[src/rtl/mac_tap_sequencer_pkg.sv]
// rtl/mac_tap_sequencer_pkg.sv - shared types and width helper for the MAC tap sequencer
// Purpose: holds the sequencer state encoding and the tap-counter width function.
// Ports: none (package).
package mac_seq_pkg;

  typedef enum logic [1:0] {
    IDLE  = 2'd0,
    RUN   = 2'd1,
    DRAIN = 2'd2,
    DONE  = 2'd3
  } seq_state_t;

  // Width of the tap counter / k_addr; a one-tap job still gets one bit.
  function automatic int cnt_w(input int n);
    return (n > 1) ? $clog2(n) : 1;
  endfunction

endpackage

[src/rtl/mac_tap_sequencer_if.sv]
// rtl/mac_tap_sequencer_if.sv - operand and result handshake bundle for the MAC tap sequencer
// Purpose: groups the operand-pair stream handshake (s_*) and the result handshake (m_*).
// Ports (signals):
//   s_TVALID  source -> sequencer  operand pair valid
//   s_TREADY  sequencer -> source  operand pair accepted this cycle
//   m_TVALID  sequencer -> consumer  accumulator holds the final job sum
//   m_TREADY  consumer -> sequencer  result taken
// Modports: master = source/consumer side, slave = sequencer side.
interface mac_seq_if;

  logic s_TVALID;
  logic s_TREADY;
  logic m_TVALID;
  logic m_TREADY;

  modport master (
    output s_TVALID,
    output m_TREADY,
    input  s_TREADY,
    input  m_TVALID
  );

  modport slave (
    input  s_TVALID,
    input  m_TREADY,
    output s_TREADY,
    output m_TVALID
  );

endinterface

[src/rtl/mac_tap_sequencer_tap_ctr.sv]
// rtl/mac_tap_sequencer_tap_ctr.sv - tap counter with terminal flag for the MAC tap sequencer
// Purpose: counts accepted taps of the current job and flags the last tap (N_TAPS-1).
// Ports:
//   clk    in   clock
//   reset  in   synchronous, active-low reset
//   clear  in   return count to 0
//   inc    in   advance to the next tap
//   count  out  current tap index
//   last   out  count == N_TAPS-1
module mac_seq_tap_ctr #(
  parameter int N_TAPS = 9,
  parameter int CNT_W  = mac_seq_pkg::cnt_w(N_TAPS)
) (
  input  logic             clk,
  input  logic             reset,
  input  logic             clear,
  input  logic             inc,
  output logic [CNT_W-1:0] count,
  output logic             last
);

  localparam logic [CNT_W-1:0] LAST_IDX = CNT_W'(N_TAPS - 1);

  assign last = (count == LAST_IDX);

  // The count stops at the last tap instead of wrapping, so a power-of-two
  // N_TAPS never needs an extra counter bit.
  always_ff @(posedge clk) begin
    if (!reset) begin
      count <= '0;
    end else if (clear) begin
      count <= '0;
    end else if (inc && !last) begin
      count <= count + CNT_W'(1);
    end
  end

endmodule

[src/rtl/mac_tap_sequencer.sv]
// rtl/mac_tap_sequencer.sv - job controller driving the 16x16 MAC accumulator for one N_TAPS dot product
// Purpose: on start, accepts N_TAPS operand pairs, pulses the accumulator enables
//   (bias on the first tap, running sum afterwards) and presents the finished sum.
// Optional feature: define MAC_SEQ_ABORT_EN to add the abort input.
// Ports:
//   clk            in   clock
//   reset          in   synchronous, active-low reset
//   start          in   job request, sampled in IDLE only
//   busy           out  state is not IDLE
//   io             slave modport of mac_seq_if (s_TVALID/s_TREADY, m_TVALID/m_TREADY)
//   abort          in   (MAC_SEQ_ABORT_EN only) drop the running job
//   k_addr         out  tap index currently expected
//   acc_r1_enable  out  accumulator captures the product
//   acc_m_enable   out  accumulator adds bias (1) or running sum (0)
//   acc_enable     out  accumulator updates its sum
module mac_tap_sequencer
  import mac_seq_pkg::*;
#(
  parameter int N_TAPS = 9,
  parameter int CNT_W  = cnt_w(N_TAPS)
) (
  input  logic             clk,
  input  logic             reset,
  input  logic             start,
  output logic             busy,
  mac_seq_if.slave         io,
`ifdef MAC_SEQ_ABORT_EN
  input  logic             abort,
`endif
  output logic [CNT_W-1:0] k_addr,
  output logic             acc_r1_enable,
  output logic             acc_m_enable,
  output logic             acc_enable
);

  seq_state_t       state;
  logic             pend;
  logic             first;
  logic [CNT_W-1:0] tap_cnt;
  logic             tap_last;
  logic             accept;
  logic             kill;
  logic             en_window;

`ifdef MAC_SEQ_ABORT_EN
  assign kill = abort && ((state == RUN) || (state == DRAIN));
`else
  assign kill = 1'b0;
`endif

  assign accept = (state == RUN) && io.s_TVALID && !kill;

  mac_seq_tap_ctr #(
    .N_TAPS (N_TAPS),
    .CNT_W  (CNT_W)
  ) u_tap_ctr (
    .clk   (clk),
    .reset (reset),
    .clear ((state == IDLE) || kill),
    .inc   (accept),
    .count (tap_cnt),
    .last  (tap_last)
  );

  // pend marks "a product was captured last cycle": it becomes the accumulate
  // enable one cycle after each accept, and first selects the bias for tap 0.
  always_ff @(posedge clk) begin
    if (!reset) begin
      state <= IDLE;
      pend  <= 1'b0;
      first <= 1'b0;
    end else if (kill) begin
      state <= IDLE;
      pend  <= 1'b0;
      first <= 1'b0;
    end else begin
      pend  <= accept;
      first <= accept && (tap_cnt == '0);
      case (state)
        IDLE:    if (start) state <= RUN;
        RUN:     if (accept && tap_last) state <= DRAIN;
        DRAIN:   state <= DONE;
        DONE:    if (io.m_TREADY) state <= IDLE;
        default: state <= IDLE;
      endcase
    end
  end

  assign en_window     = (state == RUN) || (state == DRAIN);
  assign busy          = (state != IDLE);
  assign io.s_TREADY   = (state == RUN) && !kill;
  assign io.m_TVALID   = (state == DONE);
  assign k_addr        = (state == RUN) ? tap_cnt : '0;
  assign acc_r1_enable = accept;
  assign acc_enable    = pend && en_window;
  assign acc_m_enable  = pend && first && en_window;

endmodule

[src/flat_wrapper.sv]
// flat-port wrapper written by rule: the top's interface ports become plain ports
module mac_tap_sequencer_flat import mac_seq_pkg::*;
#(
  parameter int N_TAPS = 9,
  parameter int CNT_W  = cnt_w(N_TAPS)
)
  (clk, reset, start, busy, k_addr, acc_r1_enable, acc_m_enable, acc_enable, io_s_TVALID, io_m_TREADY, io_s_TREADY, io_m_TVALID);
  mac_seq_if io_i ();
  input  logic clk;
  input  logic reset;
  input  logic start;
  output logic busy;
  output logic [CNT_W-1:0] k_addr;
  output logic acc_r1_enable;
  output logic acc_m_enable;
  output logic acc_enable;
  input wire logic [$bits(io_i.s_TVALID)-1:0] io_s_TVALID;
  input wire logic [$bits(io_i.m_TREADY)-1:0] io_m_TREADY;
  output wire logic [$bits(io_i.s_TREADY)-1:0] io_s_TREADY;
  output wire logic [$bits(io_i.m_TVALID)-1:0] io_m_TVALID;
  assign io_i.s_TVALID = io_s_TVALID;
  assign io_i.m_TREADY = io_m_TREADY;
  assign io_s_TREADY = io_i.s_TREADY;
  assign io_m_TVALID = io_i.m_TVALID;
  mac_tap_sequencer #(.N_TAPS(N_TAPS), .CNT_W(CNT_W)) u_core (.clk(clk), .reset(reset), .start(start), .busy(busy), .io(io_i), .k_addr(k_addr), .acc_r1_enable(acc_r1_enable), .acc_m_enable(acc_m_enable), .acc_enable(acc_enable));
endmodule
[config.mk]
export PLATFORM = sky130hd
export DESIGN_NAME = mac_tap_sequencer_flat
export DESIGN_NICKNAME = d
export VERILOG_FILES = /design/src/rtl/mac_tap_sequencer_pkg.sv /design/src/rtl/mac_tap_sequencer_if.sv /design/src/rtl/mac_tap_sequencer_tap_ctr.sv /design/src/rtl/mac_tap_sequencer.sv /design/src/flat_wrapper.sv
export SDC_FILE = /design/constraint.sdc
export NUM_CORES = 1
export LEC_CHECK = 0
export ABC_AREA = 1
export BUFFER_PORTS_ARGS = -buffer_cell sky130_fd_sc_hd__buf_2
export CORE_MARGIN = 2
export CORE_UTILIZATION = 35
export DETAILED_ROUTE_END_ITERATION = 6
export GPL_TIMING_DRIVEN = 0
export PLACE_DENSITY_LB_ADDON = 0.3
export REMOVE_ABC_BUFFERS = 1
export SYNTH_ARGS = -nofsm -noshare
export SYNTH_HDL_FRONTEND = slang
export SYNTH_HIERARCHICAL = 1
export SYNTH_SLANG_ARGS = --single-unit
[constraint.sdc]
create_clock -name clk -period 2.38 [get_ports clk]
set_clock_uncertainty 0.05 [all_clocks]
set_input_delay 0.476 -clock clk [delete_from_list [all_inputs] [get_ports clk]]
set_output_delay 0.476 -clock clk [all_outputs]
set_load 0.005 [all_outputs]
After elaboration in Yosys (flattened, before gate mapping)
Index checks and enable logic that the tools add are counted.

cells by class
  $add $sub $neg = 1
  eq/ne operators = 7
  mux-type cells = 5
  bitwise logic cells = 1
  reductions and logical operators = 14

operators with widths
  operator             count
  $pmux 2 s4           1
  $logic_and 1x1->1    7
  $mux 2               3
  $add 4x1->4 const B  1
  $eq 2x2->1 const B   2
  $eq 4x4->1 const B   1
  $logic_not 4->1      1
  $mux 4               1
  $ne 2x2->1 const B   2
  $reduce_and 3->1     1
  $eq 2x1->1 const B   1
  $logic_not 2->1      1
  $ne 2x1->1 const B   1
  $reduce_bool 2->1    1
  $reduce_or 2->1      1
  $logic_not 1->1      1
  $logic_or 1x1->1     1
  $not 1->1            1

word-level totals
  flip-flop bits (word level) = 8
  input bits = 5
  output and inout bits = 10
  word-level logic and storage cells = 32

Logic depth before layout (Yosys ltp)
Gate-level depths: netlist of run 1.

  depth after elaboration = 5
  gate-level depth with buffers = 10
  mapped depth without buffers = 10

Modules after synthesis
The synthesis of run 1 kept the hierarchy.

modules (own cells, without submodules)
  module             times used  cells each  area an instance (µm²)  sequential area each (µm²)
  mac_tap_sequencer  1           50          309.0                   80.1
  mac_seq_tap_ctr    1           33          231.5                   80.1

Worst setup path before layout of run 1
Ideal clock, no wire load.

  path type = register -> output
  start point = register u_core.state[1]
  end point = output acc_r1_enable
  arrival time = 0.920 ns
  data required time = 1.854 ns
  setup slack = 0.934 ns
  stages on the path, launching flop included = 5
  buffers on the path = 0
  path through = dfxtp_1 inv_1 ha_1 nand2_2 inv_1

on the way
  cells in the longest elaborated chain, start to end = 2

ends and longest elaborated chain
  what                    line                     text
  start, declared         mac_tap_sequencer.sv:36  seq_state_t state;
  start signal, assigned  mac_tap_sequencer.sv:69  state <= IDLE;
  start signal, assigned  mac_tap_sequencer.sv:73  state <= IDLE;
  start signal, assigned  mac_tap_sequencer.sv:80  IDLE: if (start) state <= RUN;
  $eq 2x1->1              -
  via io_s_TREADY         flat_wrapper.sv:19       output wire logic [$bits(io_i.s_TREADY)-1:0] io_s_TREADY;
  $logic_and 1x1->1       mac_tap_sequencer.sv:51  assign accept = (state == RUN) && io.s_TVALID && !kill;
  end, declared           flat_wrapper.sv:14       output logic acc_r1_enable;

The timed path passes the listed nets, and every way through them passes these cells.

Worst setup path in the final report of run 1
  start point = register u_core.state[1]
  end point = output acc_r1_enable

on the way
  cells in the longest elaborated chain, start to end = 2

ends and longest elaborated chain
  what               line
  $eq 2x1->1         mac_tap_sequencer.sv:51
  $logic_and 1x1->1  mac_tap_sequencer.sv:51

No other way between the ends.

==> out/qor.csv, run 1 <==
metric,value,unit
power.total,567,µW
fmax,500,MHz
place_inst,113,
postCtsSetupBuffers,0,
hold_depth,3,
die_w,43.3,µm
path_cells,inv_1 > ha_1 > nand2_2 > inv_1 > buf_2,
synth_cell_types,14,
cts.sinks,8,
status,"finished, final reports clean",
postCtsResizedCells,0,
worst-path-stages,5,
numCtsBuffers,3,
cts_buffer_depth,2,
vdd_drop_max,0.000367,V
drive_above_1_share,21.0,%
synth_compound_area_share,3.01,%
hp-start,reset,
synth_top_family_by_area,simple AND/OR/NAND/NOR gates,
initialDrtViolationCount,18,
crit_required,1850,ps
path_delay_family,buffers and inverters,
synth_area_leaders,"dfxtp_1, ha_1, inv_1",
grt_setup_unrepaired,false,
antenna_found_initial,0,
grt_pass1_vias,401,
rows,14,
die_y,43.3,µm
postCtsHoldBufs,0,
overflow,0,
r2r.worst_path.cells,7,
tritoncts,built,
crit_path_frequent_cell,inv_1,
synth-xor-area-share,0,%
vias,509,
layout-area-overhead-vs-synth,20.8,%
synthAdderAreaFrac,16.2,%
slowest_stage,ha_1,
cellPowerDensity,868,nW/µm²
synth_top_area_share,29.6,%
dieArea,1870,µm²
slew_viol_final,0,
slowest_delay,330,ps
worstPathArrival,1470,ps
timing.rr.start,u_core/state[1]$_SDFFE_PN0P_,
max_cap_viol_count,0,
cts-root-buf,clkbuf_4,
wire_per_inst,8.35,µm
coreArea,1470,µm²
grt_max_degree,9,
ys_seq_area_share,29.6,%
clk_latency,250,ps
worstSetupStartpoint,u_core/state[1]$_SDFFE_PN0P_,
crit_type,register to output pin,
grt_usage,12.1,%
viasPerCell,4.39,
wl,969,µm
p_leak,0.398,nW
cp_max_fo,8,
finalSetupViolations,0,
dp.final_hpwl,779,µm
postSynthCellCount,83,
post-route-util,44.4,%
clkSlewWorstSetupHoldPaths,50,ps
avgSynthCellArea,6.51,µm²
ys_seq_elements,8,
drc,0,
ios,15,
synth-simple-area-share,35.2,%
start_util,36.7,%
slew_headroom,81.9,%
path_buf_inv,3,
hold_viol_final,0,
synth_top_area_cell,dfxtp_1,
netlist_area,541,µm²
place.gp.congestion,0.822,
grt_pass1_wl,1630,µm
yosys_warnings,6,
timing.setup.tns,0,ps
drt_first_pass_iters,4,
worstMarginPinSlew,272,ps
worstHoldPathType,input pin to register,
period_minus_slack,2000,ps
final_cell_count_no_fill,116,
antenna_left,0,
num_antenna_cells,0,
timing.final.crit_share,84.0,%
synthMuxAreaShare,0,%
worst_setup_path_start_kind,register,
worst_setup_path_end_kind,output pin,
layout.nets,114,
numPortBuffers,14,
cts_max_level,1,
==> final timing paths <==
path | end | slack (ps)
max | acc_r1_enable | 380
min | u_core/state[0]$_SDFFE_PN0P_ | 440
max reg2reg | u_core/u_tap_ctr/count[3]$_SDFFE_PP0P_ | 840
min reg2reg | u_core/first$_SDFF_PN0_ | 440
==> layout by cell type, fill, tap and decap left out <==
| cell type | netlist | layout |
|---|---|---|
| ha_1 | 7 | 7 |
| nand3_2 | 1 | 1 |
| dfxtp_1 | 8 | 8 |
| nand2_1 | 20 | 20 |
| nor2_1 | 10 | 10 |
| nor2_2 | 1 | 1 |
| nand2_2 | 1 | 1 |
| inv_1 | 23 | 23 |
| clkbuf_4 | 0 | 3 |
| nand4_1 | 3 | 3 |
| nand3_1 | 4 | 4 |
| buf_2 | 0 | 14 |
| nor3_1 | 1 | 1 |
| a21oi_1 | 2 | 2 |
| nor2_4 | 1 | 1 |
| a31oi_1 | 1 | 1 |
==> report_power, final <==
group / leakage [nW] / internal [mW] / switching [mW]
sequential: 0.0652 / 0.159 / 0.0198
combinational: 0.319 / 0.115 / 0.172
clock: 0.0138 / 0.0576 / 0.0439
total: 0.398 / 0.331 / 0.236
==> per-stage QoR <==
step	cell area, µm²	hold slack (ps)	worst slack [ps]
6_report	653	438	382
2_1_floorplan	541	398	934
4_1_cts	653	432	362
3_3_place_gp	631	428	654
5_1_grt	653	432	248
3_5_place_dp	631	435	653
==> worst reg2reg max path: cells and delay by family, from the launching register on <==
family / cells / cell delay, ps
simple gates: 4 / 420
fa+ha+maj: 1 / 330
flops: 1 / 320
buf+inv: 2 / 310
==> state kept, by name (all words and copies together), names as in the netlist <==
name,flops
u_core/pend,1
u_core/u_tap_ctr/count,4
u_core/state,2
u_core/first,1
==> metal layers <==
layer	wire, µm	vias to the layer above	global-route usage, %
met5	0	-	0
met4	12	0	9.09
met3	62	2	3.83
met2	419	13	17.6
met1	474	211	14.8
li1	-	283	-
==> final cells by class <==
| type | instances | area, µm² |
|---|---|---|
| tap | 16 | 20.0 |
| sequential | 8 | 160 |
| fill | 171 | 818 |
| inverter | 23 | 86.3 |
| multi-input combinational | 52 | 294 |
| clock buffer | 3 | 22.5 |
| timing repair buffer | 14 | 70.1 |
==> synthesized netlist by cell type <==
master	number
inv_1	23
nand2_1	20
nor2_1	10
dfxtp_1	8
ha_1	7
nand3_1	4
nand4_1	3
a21oi_1	2
a31oi_1	1
nand2_2	1
nand3_2	1
nor2_2	1
nor2_4	1
nor3_1	1
==> kinds of logic (layout without fill, tap and decap cells) <==
| kind of cell | count (synthesis) | count (layout) |
|---|---|---|
| adders and majority gates | 7 | 7 |
| DFF | 8 | 8 |
| and+or+nand+nor | 42 | 42 |
| AOI/OAI and AO/OA | 3 | 3 |
| buffers and inverters | 23 | 40 |
No activity file was read; power rests on OpenSTA's default activity.
==> run 2: changes to the inputs <==
ABC_AREA = 0   (was 1)
clock period = 1.7 ns   (was 2.38 ns; I/O delays follow)
==> run 2 against run 1 <==
Net effect:
- critical path depth increased by 3
- critical endpoint is now u_core/state[0]$_SDFFE_PN0P_
- largest cell class unchanged
- synthesized cell count shrank 31%
- register-to-register slack lost 750 ps
- clock power up 44%
- power increased by 28%
- largest power group unchanged
- global-route usage rose by 0.58 points
- sequential cell count did not move
- area after synthesis shrank 9.0%
- final area down 1.1%
==> out/qor.csv, run 2 <==
metric,value,unit
final_cell_mix,"buf_2, and2_1, inv_1, nand2_1, dfxtp_1",
cts-root-buf,clkbuf_4,
combPwrFrac,44.8,%
layout-area-overhead-vs-synth,31.3,%
reg_top3,"u_core/u_tap_ctr/count (4), u_core/state (2)",
grt_pass1_wl,1660,µm
worstMarginPinSlew,289,ps
synth_flop_cell,dfxtp_1,
worstPathArrival,1720,ps
vias,421,
hp-start,io_s_TVALID,
timing.setup.tns,0,ps
fmax,623,MHz
r2r_end,u_core/state[0]$_SDFFE_PN0P_,
synth_compound_area_share,8.91,%
design_area,646,µm²
crit_required,1820,ps
drt_first_pass_iters,4,
clkPwrFrac,19.9,%
numPortBuffers,14,
clkSlewWorstSetupHoldPaths,60,ps
coreArea,1300,µm²
ys_seq_elements,8,
worst_setup_path_end_kind,register,
p_leak,0.310,nW
crit_type,register to register,
wire_per_inst,10.3,µm
start_util,37.8,%
synthMuxAreaShare,4.07,%
yosys_warnings,6,
synthTopCellsByCount,"dfxtp_1, inv_1, and2_1, ha_1, nand2_1",
ios,15,
synth-edff-count,0,
drive_above_1_share,40.0,%
max_cap_viol_count,0,
postSynthCellCount,57,
num_antenna_cells,0,
rows,13,
post-route-util,49.6,%
status,"finished, final reports clean",
period_minus_slack,1610,ps
worst_setup_path_start_kind,register,
synth-xor-area-share,1.78,%
ys_seq_area_share,32.6,%
overflow,0,
netlist_area,492,µm²
grt_usage,12.7,%
synth_cell_types,20,
hold_depth,2,
cp_max_fo,6,
timing.rr.start,u_core/u_tap_ctr/count[1]$_SDFFE_PP0P_,
antenna_found_initial,0,
place.gp.congestion,0.795,
synth_area_leaders,"dfxtp_1, ha_1, and2_1",
final_common_cell,buf_2,
grt_max_degree,9,
antenna_left,0,
p_int,471,µW
min_to,u_core/pend$_SDFF_PN0_,
wl_met1,452,µm
power_switching,257,µW
wl_met2,411,µm
switching_share,35.3,%
largest_reg_flops,4,
die_y,41.5,µm
wl,926,µm
wl_met3,48,µm
top_layer_used,met4,
worstHoldPathType,input pin to register,
layout.nets,89,
grt_pass1_vias,416,
die_w,41.5,µm
slew_headroom,80.7,%
avgSynthCellArea,8.63,µm²
r2r_slack,90,ps
synth_top_family_by_area,simple AND/OR/NAND/NOR gates,
finalSetupViolations,0,
cts_max_level,1,
drc,0,
synthAdderAreaFrac,17.8,%
numCtsBuffers,3,
place_area,581,µm²
cellPowerDensity,1130,nW/µm²
r2r.worst_path.cells,8,
vdd_drop_max,0.000537,V
initialDrtViolationCount,13,
synth_top_area_cell,dfxtp_1,
cts.sinks,8,
synthArstFlopShare,0,%
dieArea,1720,µm²
viasPerCell,4.68,
slew_viol_final,0,
hold_viol_final,0,
synth_top_area_share,32.6,%
clk_latency,250,ps
seqPwrFrac,35.3,%
tritoncts,built,
cts_buffer_depth,2,
dp.final_hpwl,727,µm
top_register,u_core/u_tap_ctr/count,
synth-simple-area-share,28.0,%
timing.final.crit_share,94.5,%
## run 2: through the flow
step	hold WS, ps	power [mW]	std cells	worst slack, ps
floorplan	418	0.417	57	204
global placement	447	0.496	86	72.4
detailed placement	445	0.502	86	35.7
CTS	317	0.657	89	13.6
global route	329	0.806	90	-39.9
finish	326	0.728	90	93.6
## run 2: layout make-up
cell class | instances | area, µm²
inverter | 9 | 33.8
tap | 15 | 18.8
timing repair buffer | 15 | 77.6
clock buffer | 3 | 22.5
sequential | 8 | 166
multi-input combinational | 40 | 327
fill | 127 | 656
## run 2: power by group through the flow
stage | Clock [mW] | Combinational (mW) | Sequential (mW)
2_1_floorplan | 0 | 0.178 | 0.239
3_3_place_gp | 0 | 0.251 | 0.244
3_5_place_dp | 0 | 0.258 | 0.243
4_1_cts | 0.152 | 0.263 | 0.242
5_1_grt | 0.165 | 0.378 | 0.263
6_report | 0.145 | 0.326 | 0.257
## run 2: worst max-delay path by stage
stage | startpoint | end | slack [ps] | cells after the start
after floorplan | u_core/state[1]$_SDFFE_PN0P_ | u_core/u_tap_ctr/count[2]$_SDFFE_PP0P_ | 200 | 6
after global placement | u_core/u_tap_ctr/count[0]$_SDFFE_PP0P_ | u_core/state[1]$_SDFFE_PN0P_ | 70 | 7
after detailed placement | u_core/u_tap_ctr/count[0]$_SDFFE_PP0P_ | u_core/state[0]$_SDFFE_PN0P_ | 40 | 7
after CTS | u_core/state[1]$_SDFFE_PN0P_ | acc_m_enable | 10 | 4
after global routing | u_core/u_tap_ctr/count[0]$_SDFFE_PP0P_ | u_core/state[0]$_SDFFE_PN0P_ | -40 | 8
final | u_core/u_tap_ctr/count[1]$_SDFFE_PP0P_ | u_core/state[0]$_SDFFE_PN0P_ | 90 | 8
## run 2: layer usage
metal	vias to the layer above	GRT usage, %
li1	223	-
met1	186	15.2
met2	10	18.8
met3	2	2.61
met4	0	11.6
met5	-	0
## run 2: critical path, cell delays in order (launching register included)
cell and delay, ps:
dfxtp_1 350, inv_1 70, ha_2 180, nand3b_4 90, inv_2 80, nand2_1 60, a222oi_1 260, buf_4 180
mux2i_1 190
## run 2: timing repair
action,CTS,global route
hold buffers,0,0
setup endpoints to repair,3,7
resized for setup,3,8
buffers inserted,0,1
pin swaps,0,1
## run 2: cell families after synthesis
logic type / Yosys count
AOI/OAI and AO/OA: 7
adders and majority gates: 7
and+or+nand+nor: 23
muxes: 2
buffers and inverters: 9
xor gates and xnor gates: 1
DFF: 8
==> run 3: changes to the inputs <==
GPL_TIMING_DRIVEN = not set   (was 0)
SETUP_SLACK_MARGIN = 0.02   (was not set)
==> run 3 against run 2 <==
Net effect:
- sequential cell count stayed put
- utilization shrank 0.58 points
- register-to-register slack about the same
- first-iteration DRC count shrank 38%
- fmax is 0.86% higher
- die area did not move
- sequential power shrank 4%
- wire length is 12% higher
- non-clock buffer count up 1
- critical path depth fell by 4
- sequential share of layout area is 0.29 points lower
- setup slack improved by 14 ps
==> out/qor.csv, run 3 (synthesis results as in run 2) <==
metric,value,unit
dpl_worst_slack,126,ps
die_w,41.5,µm
postCtsSetupBuffers,0,
cp_max_fo,8,
grt_pass1_wl,1680,µm
worstMarginPinSlew,314,ps
power.total,724,µW
reg_top3,"u_core/u_tap_ctr/count (4), u_core/state (2)",
worstSetupStartpoint,u_core/state[1]$_SDFFE_PN0P_,
antenna_left,0,
cts-root-buf,clkbuf_4,
cellPowerDensity,1130,nW/µm²
layout.nets,90,
drt_first_pass_iters,4,
numPortBuffers,14,
viasPerCell,4.84,
crit_type,register to output pin,
timing.setup.tns,0,ps
drive_above_1_share,38.2,%
final_cell_count_no_fill,91,
slowest_delay,340,ps
layout-area-overhead-vs-synth,29.8,%
fmax,628,MHz
dp.final_hpwl,784,µm
worst_setup_path_start_kind,register,
p_leak,0.315,nW
status,"finished, final reports clean",
clkSlewWorstSetupHoldPaths,60,ps
worstPathArrival,1200,ps
slew_headroom,79.1,%
cts_buffer_depth,2,
grt_usage,12.9,%
finalSetupViolations,0,
timing.final.crit_share,93.7,%
numCtsBuffers,3,
place_inst,88,
worstHoldPathType,input pin to register,
ios,15,
timing.final.ws_setup,107,ps
post-route-util,49.0,%
path_cells,inv_2 > ha_2 > and2_4 > buf_2,
final_cell_mix,"buf_2, and2_1, inv_1, nand2_1, dfxtp_1",
vias,440,
worst_setup_path_end_kind,output pin,
wire_per_inst,11.4,µm
final_common_cell,buf_2,
timing.rr.start,u_core/u_tap_ctr/count[1]$_SDFFE_PP0P_,
overflow,0,
slowest_stage,dfxtp_2,
cts_max_level,1,
rows,13,
cts.sinks,8,
place.gp.congestion,0.751,
top_register,u_core/u_tap_ctr/count,
num_antenna_cells,0,
vdd_drop_max,0.000617,V
coreArea,1300,µm²
grt_pass1_vias,410,
grt_setup_unrepaired,true,
largest_reg_flops,4,
hold_viol_final,0,
grt_max_degree,9,
clk_latency,250,ps
initialDrtViolationCount,8,
slew_viol_final,0,
antenna_found_initial,0,
period_minus_slack,1590,ps
tritoncts,built,
start_util,37.8,%
dieArea,1720,µm²
max_cap_viol_count,0,
hp-start,io_s_TVALID,
crit_required,1310,ps
die_y,41.5,µm
drc,0,
postCtsHoldBufs,0,
wl,1040,µm
run 3: worst paths after layout:
| kind | endpoint | slack (ps) | depth (start not counted) |
|---|---|---|---|
| min | u_core/pend$_SDFF_PN0_ | 330 | 2 |
| max reg2reg | u_core/state[1]$_SDFFE_PN0P_ | 110 | 8 |
| min reg2reg | u_core/state[0]$_SDFFE_PN0P_ | 450 | 2 |
| max | acc_r1_enable | 110 | 4 |
run 3: stage by stage:
| stage | hold slack, ps | cell area (µm²) |
|---|---|---|
| floorplan | 418 | 492 |
| global placement | 442 | 596 |
| detailed placement | 463 | 596 |
| CTS | 329 | 623 |
| global route | 329 | 638 |
| finish | 332 | 638 |
run 3: power by group:
part	internal (mW)	switching [mW]	total, mW
Combinational	0.164	0.166	0.330
Clock	0.0809	0.0658	0.147
Sequential	0.221	0.0265	0.247
run 3: what timing repair did:
action	in CTS	in global routing
setup endpoints to repair	3	7
hold endpoints to repair	0	0
resized for setup	3	4
run 3: final cells by class:
type	count	area, µm²
Fill cell	133	663
Multi-Input combinational cell	40	315
Sequential cell	8	163
Timing Repair Buffer	16	85.1
Inverter	9	33.8
Clock buffer	3	22.5
Tap cell	15	18.8
run 3: worst max-delay path, delay by kind of cell (launching register included):
kind | cells | cell delay (ps)
adders and majority gates | 1 | 230
buffers and inverters | 2 | 200
DFF | 1 | 340
and+or+nand+nor | 1 | 190
run 3: per-layer routing:
layer | track usage [%] | share of wire [%]
met1 | 13.0 | 45
met2 | 22.5 | 49
met3 | 5.65 | 6.0
met4 | 5.81 | 0
met5 | 0 | 0
